==> config.mk <==
export PLATFORM = sky130hd
export DESIGN_NAME = crc8_arbiter
export DESIGN_NICKNAME = d
export VERILOG_FILES = /design/src/rtl/crc8_arbiter.sv
export SDC_FILE = /design/constraint.sdc
export NUM_CORES = 1
export LEC_CHECK = 0
export BUFFER_PORTS_ARGS = -buffer_cell sky130_fd_sc_hd__buf_2
export CAP_MARGIN = 20
export CELL_PAD_IN_SITES_DETAIL_PLACEMENT = 1
export CELL_PAD_IN_SITES_GLOBAL_PLACEMENT = 2
export CORE_UTILIZATION = 26
export CTS_CLUSTER_DIAMETER = 120
export DETAILED_ROUTE_END_ITERATION = 8
export PLACE_DENSITY_LB_ADDON = 0.1
export REMOVE_ABC_BUFFERS = 1
export SETUP_SLACK_MARGIN = 0.3
export SLEW_MARGIN = 20
export SYNTH_ARGS = -nofsm -noshare
export SYNTH_HDL_FRONTEND = slang
export SYNTH_SLANG_ARGS = --single-unit
==> constraint.sdc <==
create_clock -name clk_i -period 3.7 [get_ports clk_i]
set_clock_uncertainty 0.1 [all_clocks]
set_input_delay 0.555 -clock clk_i [delete_from_list [all_inputs] [get_ports clk_i]]
set_output_delay 0.555 -clock clk_i [all_outputs]
set_load 0.01 [all_outputs]
==> src/rtl/crc8_arbiter.sv <==
// crc8_arbiter: shares one crc8 engine among NUM_REQ byte-stream requesters.
// A round-robin pointer picks one requester per frame. The engine is cleared,
// the granted bytes are streamed through it, and the final CRC is returned
// with the owner's ID on a valid/ready result port.
module crc8_arbiter #(
  parameter int NUM_REQ = 4,
  parameter int ID_W    = $clog2(NUM_REQ)
) (
  input  logic                 clk_i,
  input  logic                 rst_ni,
  // requester side
  input  logic [NUM_REQ-1:0]   req_valid_i,
  input  logic [8*NUM_REQ-1:0] req_data_i,
  input  logic [NUM_REQ-1:0]   req_last_i,
  output logic [NUM_REQ-1:0]   req_ready_o,
  // engine side
  output logic                 eng_clear_o,
  output logic [7:0]           eng_data_o,
  output logic                 eng_valid_o,
  input  logic [7:0]           eng_crc_i,
  // result side
  output logic                 res_valid_o,
  input  logic                 res_ready_i,
  output logic [7:0]           res_crc_o,
  output logic [ID_W-1:0]      res_id_o
);

  typedef enum logic [2:0] {
    ST_IDLE,
    ST_CLEAR,
    ST_STREAM,
    ST_WAIT,
    ST_RESULT
  } state_t;

  state_t          state_reg, state_next;
  logic [ID_W-1:0] grant_reg, grant_next;
  logic [ID_W-1:0] ptr_reg, ptr_next;

  logic            eng_clear_reg;
  logic            res_valid_reg;
  logic [7:0]      res_crc_reg;
  logic [ID_W-1:0] res_id_reg;

  // Per-requester byte lanes, unpacked so the grant can index them directly.
  logic [7:0]      req_byte [NUM_REQ];

  // Round-robin search results.
  logic            any_req;
  logic [ID_W-1:0] rr_pick;
  logic [ID_W-1:0] rr_cand;
  int              rr_idx;

  // Signals of the currently granted requester.
  logic            gnt_valid;
  logic            gnt_last;
  logic [7:0]      gnt_byte;
  logic            in_stream;
  logic            stream_done;

  // Unpack the byte bus and decode the one-hot ready vector per requester.
  generate
    for (genvar gi = 0; gi < NUM_REQ; gi++) begin : g_lane
      assign req_byte[gi]    = req_data_i[8*gi +: 8];
      assign req_ready_o[gi] = in_stream && (grant_reg == ID_W'(gi));
    end
  endgenerate

  assign in_stream   = (state_reg == ST_STREAM);
  assign gnt_valid   = req_valid_i[grant_reg];
  assign gnt_last    = req_last_i[grant_reg];
  assign gnt_byte    = req_byte[grant_reg];

  // The granted requester always sees ready in STREAM, so its valid is the
  // handshake; last only counts when it arrives with a valid byte.
  assign eng_valid_o = in_stream && gnt_valid;
  assign eng_data_o  = eng_valid_o ? gnt_byte : 8'h00;
  assign stream_done = eng_valid_o && gnt_last;

  assign eng_clear_o = eng_clear_reg;
  assign res_valid_o = res_valid_reg;
  assign res_crc_o   = res_crc_reg;
  assign res_id_o    = res_id_reg;

  // Round-robin pick: first requesting index at or above ptr, wrapping.
  // Walk offsets from highest to lowest so the smallest offset is kept last.
  always_comb begin
    any_req = 1'b0;
    rr_pick = '0;
    rr_idx  = 0;
    rr_cand = '0;
    for (int i = NUM_REQ - 1; i >= 0; i--) begin
      rr_idx = int'(ptr_reg) + i;
      if (rr_idx >= NUM_REQ) begin
        rr_idx = rr_idx - NUM_REQ;
      end
      rr_cand = ID_W'(rr_idx);
      if (req_valid_i[rr_cand]) begin
        any_req = 1'b1;
        rr_pick = rr_cand;
      end
    end
  end

  // Next-state, grant and pointer logic of the frame controller.
  always_comb begin
    state_next = state_reg;
    grant_next = grant_reg;
    ptr_next   = ptr_reg;
    case (state_reg)
      ST_IDLE: begin
        if (any_req) begin
          grant_next = rr_pick;
          state_next = ST_CLEAR;
        end
      end
      ST_CLEAR: begin
        state_next = ST_STREAM;
      end
      ST_STREAM: begin
        // No timeout: a stalled owner keeps the engine until its last byte.
        if (stream_done) begin
          state_next = ST_WAIT;
        end
      end
      ST_WAIT: begin
        // Engine output is one cycle behind the last byte; sampled here.
        state_next = ST_RESULT;
      end
      ST_RESULT: begin
        if (res_ready_i) begin
          ptr_next   = (grant_reg == ID_W'(NUM_REQ - 1)) ? '0 : grant_reg + 1'b1;
          state_next = ST_IDLE;
        end
      end
      default: begin
        state_next = ST_IDLE;
      end
    endcase
  end

  // Controller state, grant and fairness pointer.
  always_ff @(posedge clk_i or negedge rst_ni) begin
    if (!rst_ni) begin
      state_reg <= ST_IDLE;
      grant_reg <= '0;
      ptr_reg   <= '0;
    end else begin
      state_reg <= state_next;
      grant_reg <= grant_next;
      ptr_reg   <= ptr_next;
    end
  end

  // Registered strobes, decoded from the next state so they line up with it.
  always_ff @(posedge clk_i or negedge rst_ni) begin
    if (!rst_ni) begin
      eng_clear_reg <= 1'b0;
      res_valid_reg <= 1'b0;
    end else begin
      eng_clear_reg <= (state_next == ST_CLEAR);
      res_valid_reg <= (state_next == ST_RESULT);
    end
  end

  // Result capture; values hold until the next frame reaches WAIT.
  always_ff @(posedge clk_i or negedge rst_ni) begin
    if (!rst_ni) begin
      res_crc_reg <= 8'h00;
      res_id_reg  <= '0;
    end else if (state_reg == ST_WAIT) begin
      res_crc_reg <= eng_crc_i;
      res_id_reg  <= grant_reg;
    end
  end

endmodule

; ---- Word level (Yosys, flattened, before mapping)
; Cells that the tools add are included.
[classes]
addsub = 8
n_lt_le_gt_ge = 10
n_eq_ne = 9
n_mux = 33
n_bitwise = 1
n_reduce_logical = 10
[ops]
columns = cell, count
row1 = two-way mux 8 bit, 3
row2 = two-way mux 2 bit, 9
row3 = binary-select mux 8 bit (select 2 bit), 1
row4 = "less-than comparator 2 x 3 -> 1 bit, second input constant", 5
row5 = case mux 3 bit (5 select lines), 1
row6 = binary-select mux 1 bit (select 2 bit), 6
row7 = "greater-or-equal comparator 3 bit, second input constant", 4
row8 = two-way mux 1 bit, 10
row9 = two-way mux 3 bit, 3
row10 = "subtractor 2 x 1 -> 2 bit, second input constant", 4
row11 = "adder 2 x 2 -> 3 bit, second input constant", 2
row12 = "== test 3 x 1 -> 1 bit, second input constant", 2
row13 = "== test 3 x 2 -> 1 bit, second input constant", 2
row14 = "== test 3 bit, second input constant", 2
row15 = logical AND 1 bit, 6
row16 = "== test 2 bit, second input constant", 2
row17 = AND reduction 2 bit, 2
row18 = "adder 2 x 1 -> 3 bit, second input constant", 1
row19 = "greater-or-equal comparator 2 x 3 -> 1 bit, second input constant", 1
row20 = logical NOT 3 bit, 1
row21 = NOT 2 -> 3 bit, 1
row22 = "adder 2 x 1 -> 2 bit, second input constant", 1
row23 = "== test 2 x 1 -> 1 bit, second input constant", 1
row24 = logical NOT 2 bit, 1
[word_totals]
register_bits = 19
out_inout_bits = 25
elab_cells = 78

; ---- Longest topological paths before layout
; Gate-level depths: netlist of run 1.
[depth]
ltp_word = 12
ltp_mapped = 4
mapped_depth_nobuf = 4

; ---- Worst setup path after synthesis of run 1
; Ideal clock, no wire load.
[synth_path]
path_kind = input to output
startpoint = input req_valid_i[3]
endpoint = output eng_data_o[7]
t_arrival_ps = 1314
required_time_ps = 3045
path_slack_ps = 1731
cell_stages = 2
n_path_buf = 0
cell_sequence = mux4_2 and3_2
[synth_between]
elab_chain_cells = 4
[synth_lines]
columns = element, line
row1 = from (decl), 12  ; input logic [NUM_REQ-1:0] req_valid_i,
row2 = binary-select mux 1 bit (select 2 bit), 70  ; assign gnt_valid = req_valid_i[grant_reg];
row3 = two-way mux 1 bit (not written as such), 70
row4 = logical AND 1 bit, 76  ; assign eng_valid_o = in_stream && gnt_valid;
row5 = two-way mux 8 bit, 77  ; assign eng_data_o = eng_valid_o ? gnt_byte : 8'h00;
row6 = to (decl), 18  ; output logic [7:0] eng_data_o,
; Every way passes these cells. The select of a mux whose other input is x is not followed.

; ---- Worst setup path in the final report of run 1
[layout_path]
startpoint = register grant_reg[0]
endpoint = output eng_data_o[7]
[layout_between]
elab_chain_cells = 5
word_cells_on_any_way = 8
classes_between = mux (6) / bitwise (1) / reduce/logical (1)
[layout_lines]
columns = element, line
row1 = from (decl), 37  ; logic [ID_W-1:0] grant_reg, grant_next;
row2 = from (signal assigned), 150  ; grant_reg <= grant_next;
row3 = NOT 2 -> 3 bit (not written as such), 72  ; assign gnt_byte = req_byte[grant_reg];
row4 = binary-select mux 8 bit (select 2 bit), 72
row5 = two-way mux 8 bit (not written as such) (2 in a row), 72
row6 = two-way mux 8 bit (*), 77
; Every way passes the cells marked *; elsewhere a longest branch is shown, timed or not. The select of a mux whose other input is x is not followed.

==> summary.txt, run 1 <==
Power
  – Power after layout: 1.16 mW
  – Static leakage: 0.855 nW
  – Maximum VDD drop: 0.290 mV
  – Power per cell area: 709 nW/um^2

Layout
  – Ratio of cells with drive above 1 in the final layout: 0.606
  – Fin area: 1630 um^2
  – Max reg flops: 8
  – Antenna diode count: 0
  – Area growth syn-to-layout: 38.4%
  – Layout Nets: 226

Clock network
  – Clk slew on worst S/H paths: 80 ps
  – Num Clock Sinks: 19
  – CTS tree: done
  – Cts bufs inserted: 3
  – H-tree levels: 1
  – # hold bufs at CTS: 0
  – Post-CTS sizing: 0
  – CTS Buffer Depth: 2
  – Clock root buffer master: clkbuf_8
  – Setup Fix Bufs, Post-CTS: 0
  – Worst-skew pair later-pin latency: 260 ps

Floorplanning
  – Die area: 4810 um^2
  – Cell Rows: 24
  – Starting density of the core: 0.271
  – Die Ht: 69.4 um
  – CORE AREA: 4350 um^2
  – Die X: 69.4 um
  – I/O pin cnt: 76

STA
  – Fin. max-slew vios: 0
  – Final setup margin: 939 ps
  – Final Critical Period: 2760 ps
  – Pin slew with the least headroom to its limit: 689 ps
  – Setup Viol. Count Final: 0
  – Slew HR: 0.541
  – Setup TNS: 0 ps
  – Crit share post-route: 0.746
  – Fmax: 362 MHz
  – RSZ-0062 raised after global routing: false
  – Final Hold Fails: 0

Global route
  – Initial antenna violation count: 0
  – First-pass GRT wire length: 5.66 mm
  – Grt total ovfl: 0
  – Number of global-route vias before repair: 1143
  – Total track usage: 0.147
  – Pin count of the biggest net entering global routing: 20

Setup path
  – CP endpoint: eng_data_o[7]
  – Kind of cell adding the most delay to the critical path: flip-flops
  – Crit path kind: reg -> out
  – Crit path launch: grant_reg[0]
  – Largest driver fanout on the critical path: 14
  – Max stage delay on crit path: 790 ps
  – Worst setup EP type: output pin
  – Buf+Inv Stages, Crit Path: 1
  – Critical path arrival: 2110 ps
  – Reg2reg end: state_reg[0]
  – Req. time, crit path: 3040 ps
  – R2R setup slack: 1720 ps
  – R2R cell count: 4
  – Worst R2R Start: grant_reg[0]
  – CP startpoint kind: flip-flop
  – Cells along the critical path: mux4_2 > and3_2 > buf_2
  – Critical Path Slowest Stage Cell: dfrtp_1
  – CP Depth: 3

Placed design
  – Gpl congestion: 0.719
  – DP Worst Slack: 1170 ps
  – # port buffers: 75
  – DP HPWL: 2.67 mm
  – Placed cell areas: 1590 um^2

Route
  – Vias/cell: 4.80
  – Avg WL per Cell: 14.9 um
  – Post-Route WL: 3.32 mm
  – Via count: 1065
  – # DRC: 0
  – 1st-pass router iterations: 4
  – First-iteration detailed-routing DRC count: 23
  – Final ANT Viol Nets: 0

Synthesis
  – Post-Syn Area: 1180 um^2
  – Most frequent cell after synthesis: dfrtp_1
  – Number of synthesized flops with an enable pin: 0
  – Commonest cells post-synth: dfrtp_1 (19), mux2_2 (9), mux4_2 (9)
  – Synthesized flop and latch total: 19
  – Syn Area/Cell: 12.4 um^2
  – Main synth FF type: dfrtp_1
  – Sequential area share after synthesis: 0.403
  – FFs w/ async S/R, synth: 1.00
  – Leading area contributor after synthesis: dfrtp_1
  – Top post-synthesis cells by area: dfrtp_1 (40%), mux4_2 (17%), mux2_2 (8.6%), and3_1 (4.2%), ha_1 (4.2%)
  – Post-synthesis cell count: 95
  – Synth warn: 0
  – Synth cell types: 30
  – Yosys top cell area share: 0.403

Hold path
  – Worst min path class: in -> async

Run
  – Max_cap viols: 0

Run status
  – Status: completed
-- per-stage QoR --
step	instances	utilization	hold WS, ps
6_report	222	0.375	132
2_1_floorplan	91	-	159
3_5_place_dp	218	0.364	377
5_1_grt	222	0.375	159
3_3_place_gp	218	0.364	361
4_1_cts	222	0.375	141
-- kinds of logic after synthesis --
logic type,count (synthesis),synth area share
mux,19,0.280
buf+inv,8,0.0413
simple gates,30,0.154
compound gates,14,0.0721
fa+ha+maj,4,0.0424
xor+xnor,1,0.00742
flops,19,0.403
-- cell usage in the layout (no fill, tap or decap), types with 2 or more instances in the layout --
cell type   n
clkbuf_8    3
nor2_1      3
a21oi_1     2
and2_1      4
inv_1       3
dfrtp_1    19
nand2b_1    2
buf_2      75
mux4_2      9
and3_1      8
o22ai_1     2
o21ai_0     7
ha_1        4
nand2_1     6
mux2_2      9
-- worst reg2reg max path, cell delays in order (launching register included) --
cell and delay, ps:
dfrtp_1 790, mux4_2 700, nand2_2 110, inv_2 40, a21o_1 150
-- metal layers --
layer	GRT usage	wire length (um)
met5	0	0
met4	0.0136	7
met3	0.0436	195
met2	0.261	1730
met1	0.182	1390
-- report_power, final --
part	internal, mW	switching [mW]	leakage [nW]
Clock	0.0750	0.0739	0.0255
Combinational	0.318	0.267	0.596
Sequential	0.308	0.116	0.233
Total	0.701	0.457	0.855
-- worst min-delay path by stage --
stage	to	slack, ps	cells past startpoint
2_1_floorplan	eng_clear_o	160	0
3_3_place_gp	res_id_o[0]	360	2
3_5_place_dp	res_id_o[1]	380	2
4_1_cts	res_crc_o[3]	140	1
5_1_grt	res_crc_o[3]	160	1
6_report	res_crc_o[3]	130	1
-- layout make-up --
| type | instances | area, um^2 |
|---|---|---|
| Clock buffer | 3 | 41.3 |
| Multi-Input combinational cell | 68 | 656 |
| Timing Repair Buffer | 75 | 375 |
| Fill cell | 515 | 2720 |
| Sequential cell | 19 | 475 |
| Inverter | 4 | 15.0 |
| Clock inverter | 1 | 5.00 |
| Tap cell | 52 | 65.1 |
(Power assumes the default switching activity.)
==> run 2: changes to the inputs <==
--- a/config.mk
+++ b/config.mk
@@ -9,7 +9,7 @@
 export CAP_MARGIN = 20
 export CELL_PAD_IN_SITES_DETAIL_PLACEMENT = 1
 export CELL_PAD_IN_SITES_GLOBAL_PLACEMENT = 2
-export CORE_UTILIZATION = 26
+export CORE_UTILIZATION = 22
 export CTS_CLUSTER_DIAMETER = 120
 export DETAILED_ROUTE_END_ITERATION = 8
 export PLACE_DENSITY_LB_ADDON = 0.1
==> constraint.sdc (replaced) <==
create_clock -name clk_i -period 2.45 [get_ports clk_i]
set_clock_uncertainty 0.1 [all_clocks]
set_input_delay 0.3675 -clock clk_i [delete_from_list [all_inputs] [get_ports clk_i]]
set_output_delay 0.3675 -clock clk_i [all_outputs]
set_load 0.01 [all_outputs]
==> summary.txt, run 2 (synthesis gave the netlist of run 1 again) <==
STA
  – Slew HR: 0.716 (was 0.541)
  – Setup Viol. Count Final: 0 (unchanged)
  – Final Critical Period: 2110 ps
  – Fin. max-slew vios: 0 (unchanged)
  – Fmax: 473 MHz
  – Final Hold Fails: 0 (unchanged)
  – RSZ-0062 raised after global routing: true (was false)
  – Pin slew with the least headroom to its limit: 425 ps (was 689 ps)
  – Setup TNS: 0 ps (unchanged)
  – Crit share post-route: 0.863

Placed design
  – DP HPWL: 2.71 mm (was 2.67 mm)
  – Cells after DPL: 238 (was 218)
  – # port buffers: 75 (unchanged)
  – Gpl congestion: 0.727 (was 0.719)

Floorplanning
  – Starting density of the core: 0.230 (was 0.271)
  – Cell Rows: 26 (was 24)
  – I/O pin cnt: 76 (unchanged)
  – CORE AREA: 5140 um^2 (was 4350 um^2)
  – Die Ht: 75.2 um (was 69.4 um)
  – Die area: 5660 um^2 (was 4810 um^2)
  – Die X: 75.2 um (was 69.4 um)

Layout
  – Max reg flops: 8 (unchanged)
  – Fin cells: 250 (was 222)
  – Area growth syn-to-layout: 55.4% (was 38.4%)
  – Antenna diode count: 0 (unchanged)
  – Commonest non-fill, non-tap cells in the layout: buf_2 (68), dfrtp_1 (18), mux4_2 (11) (was buf_2 (75), dfrtp_1 (19), mux4_2 (9), mux2_2 (9), and3_1 (8))
  – Layout Nets: 236 (was 226)
  – Most common cell after layout, fill and taps aside: buf_2 (unchanged)
  – Ratio of cells with drive above 1 in the final layout: 0.661 (was 0.606)

Global route
  – Global routing's busiest layer: met2 (unchanged)
  – Total track usage: 0.118 (was 0.147)
  – Met3 Usage GRT: 0.0321 (was 0.0436)
  – Met1 usage: 0.154 (was 0.182)
  – Grt total ovfl: 0 (unchanged)
  – Number of global-route vias before repair: 1086 (was 1143)
  – Initial antenna violation count: 0 (unchanged)
  – Met2 usage: 0.200 (was 0.261)
  – First-pass GRT wire length: 5.11 mm (was 5.66 mm)
  – Pin count of the biggest net entering global routing: 20 (unchanged)

Setup path
  – CP startpoint kind: flip-flop (unchanged)
  – R2R cell count: 5 (was 4)
  – Worst R2R Start: grant_reg[0] (unchanged)
  – CP endpoint: eng_data_o[6] (was eng_data_o[7])
  – Req. time, crit path: 1980 ps (was 3040 ps)
  – Crit path launch: grant_reg[0] (unchanged)
  – Critical path arrival: 1650 ps (was 2110 ps)
  – Reg2reg end: ptr_reg[1] (was state_reg[0])
  – Worst setup EP type: output pin (unchanged)
  – Largest driver fanout on the critical path: 7 (was 14)
  – Crit path kind: reg -> out (unchanged)
  – R2R setup slack: 800 ps (was 1720 ps)

Route
  – Post-Route WL: 3.71 mm (was 3.32 mm)
  – # DRC: 0 (unchanged)
  – Final ANT Viol Nets: 0 (unchanged)
  – Vias/cell: 4.50 (was 4.80)
  – Via count: 1126 (was 1065)
  – Avg WL per Cell: 14.8 um (was 14.9 um)
  – 1st-pass router iterations: 4 (unchanged)
  – First-iteration detailed-routing DRC count: 21 (was 23)

Power
  – Clock Power Share: 0.108 (was 0.129)
  – Power per cell area: 1080 nW/um^2 (was 709 nW/um^2)
  – Switching portion of total power: 0.377 (was 0.395)
  – Static leakage: 0.895 nW (was 0.855 nW)
  – Reg power frac: 0.309 (was 0.366)
  – Switching Power: 744 uW (was 457 uW)
  – Maximum VDD drop: 0.361 mV (was 0.290 mV)
  – Comb pwr share: 0.583 (was 0.505)
  – Pint: 1.23 mW (was 701 uW)

Clock network
  – Clk slew on worst S/H paths: 70 ps (was 80 ps)
  – Clock root buffer master: clkbuf_8 (unchanged)
  – Cts bufs inserted: 3 (unchanged)
  – Num Clock Sinks: 19 (unchanged)
  – H-tree levels: 1 (unchanged)
  – CTS tree: done (unchanged)
  – CTS Buffer Depth: 2 (unchanged)
  – Worst-skew pair later-pin latency: 250 ps (was 260 ps)

Run
  – Max_cap viols: 0 (unchanged)

Run status
  – Status: completed (unchanged)

Hold path
  – Worst min path class: in -> reg (was in -> async)
-- run 2: worst min-delay path by stage --
stage               cells after the start           end          from  slack, ps
global route                            2  res_crc_o[2]  eng_crc_i[2]        250
detailed placement                      1  res_crc_o[3]        rst_ni        240
CTS                                     2  state_reg[2]   res_ready_i        220
floorplan                               0   eng_clear_o        rst_ni        -30
global placement                        1  res_crc_o[3]        rst_ni        230
finish                                  2  state_reg[2]   res_ready_i        220
-- run 2: layout make-up --
type	count	area [um^2]
clock buffer	4	45.0
fill	620	3310
inverter	4	15.0
multi-input combinational	69	708
sequential	19	477
tap	70	87.6
timing repair buffer	84	500
-- run 2: metrics by stage --
step / power, mW / cell area, um^2 / setup WS (ps) / hold slack (ps) / utilization
after floorplan: 1.21 / 1150 / 406 / -28.1 / -
after global placement: 1.56 / 1620 / 406 / 229 / 0.316
after detailed placement: 1.59 / 1620 / 325 / 236 / 0.316
after CTS: 1.85 / 1700 / 298 / 216 / 0.330
after global routing: 2.15 / 1830 / 266 / 246 / 0.357
final: 1.98 / 1830 / 336 / 223 / 0.357
-- run 2: layer usage --
metal / wire length [um] / vias to the layer above / share of wire
li1: - / 525 / -
met1: 1580 / 564 / 0.43
met2: 1900 / 35 / 0.51
met3: 212 / 2 / 0.057
met4: 12 / 0 / 0.0032
met5: 0 / - / 0
-- run 2: repair_timing --
| action | 4_1_cts | 5_1_grt |
|---|---|---|
| cloned | 0 | 1 |
| hold buffers | 1 | 0 |
| endpoints found under the hold margin | 19 | 0 |
| gates resized for setup | 3 | 17 |
| buffers inserted | 2 | 4 |
| pin swaps | 0 | 7 |
| endpoints found under the setup margin | 11 | 8 |
-- run 2: worst max-delay path, stage by stage (launching register included) --
cell and delay (ps):
dfrtp_2 450, buf_8 160, mux4_2 500, and3_4 160, buf_6 110
-- run 2: power by group through the flow --
stage	clock [mW]	combinational, mW	sequential [mW]
after floorplan	0	0.541	0.668
after global placement	0	0.961	0.599
after detailed placement	0	0.974	0.617
after CTS	0.224	1.02	0.604
after global routing	0.237	1.28	0.638
final	0.213	1.15	0.610
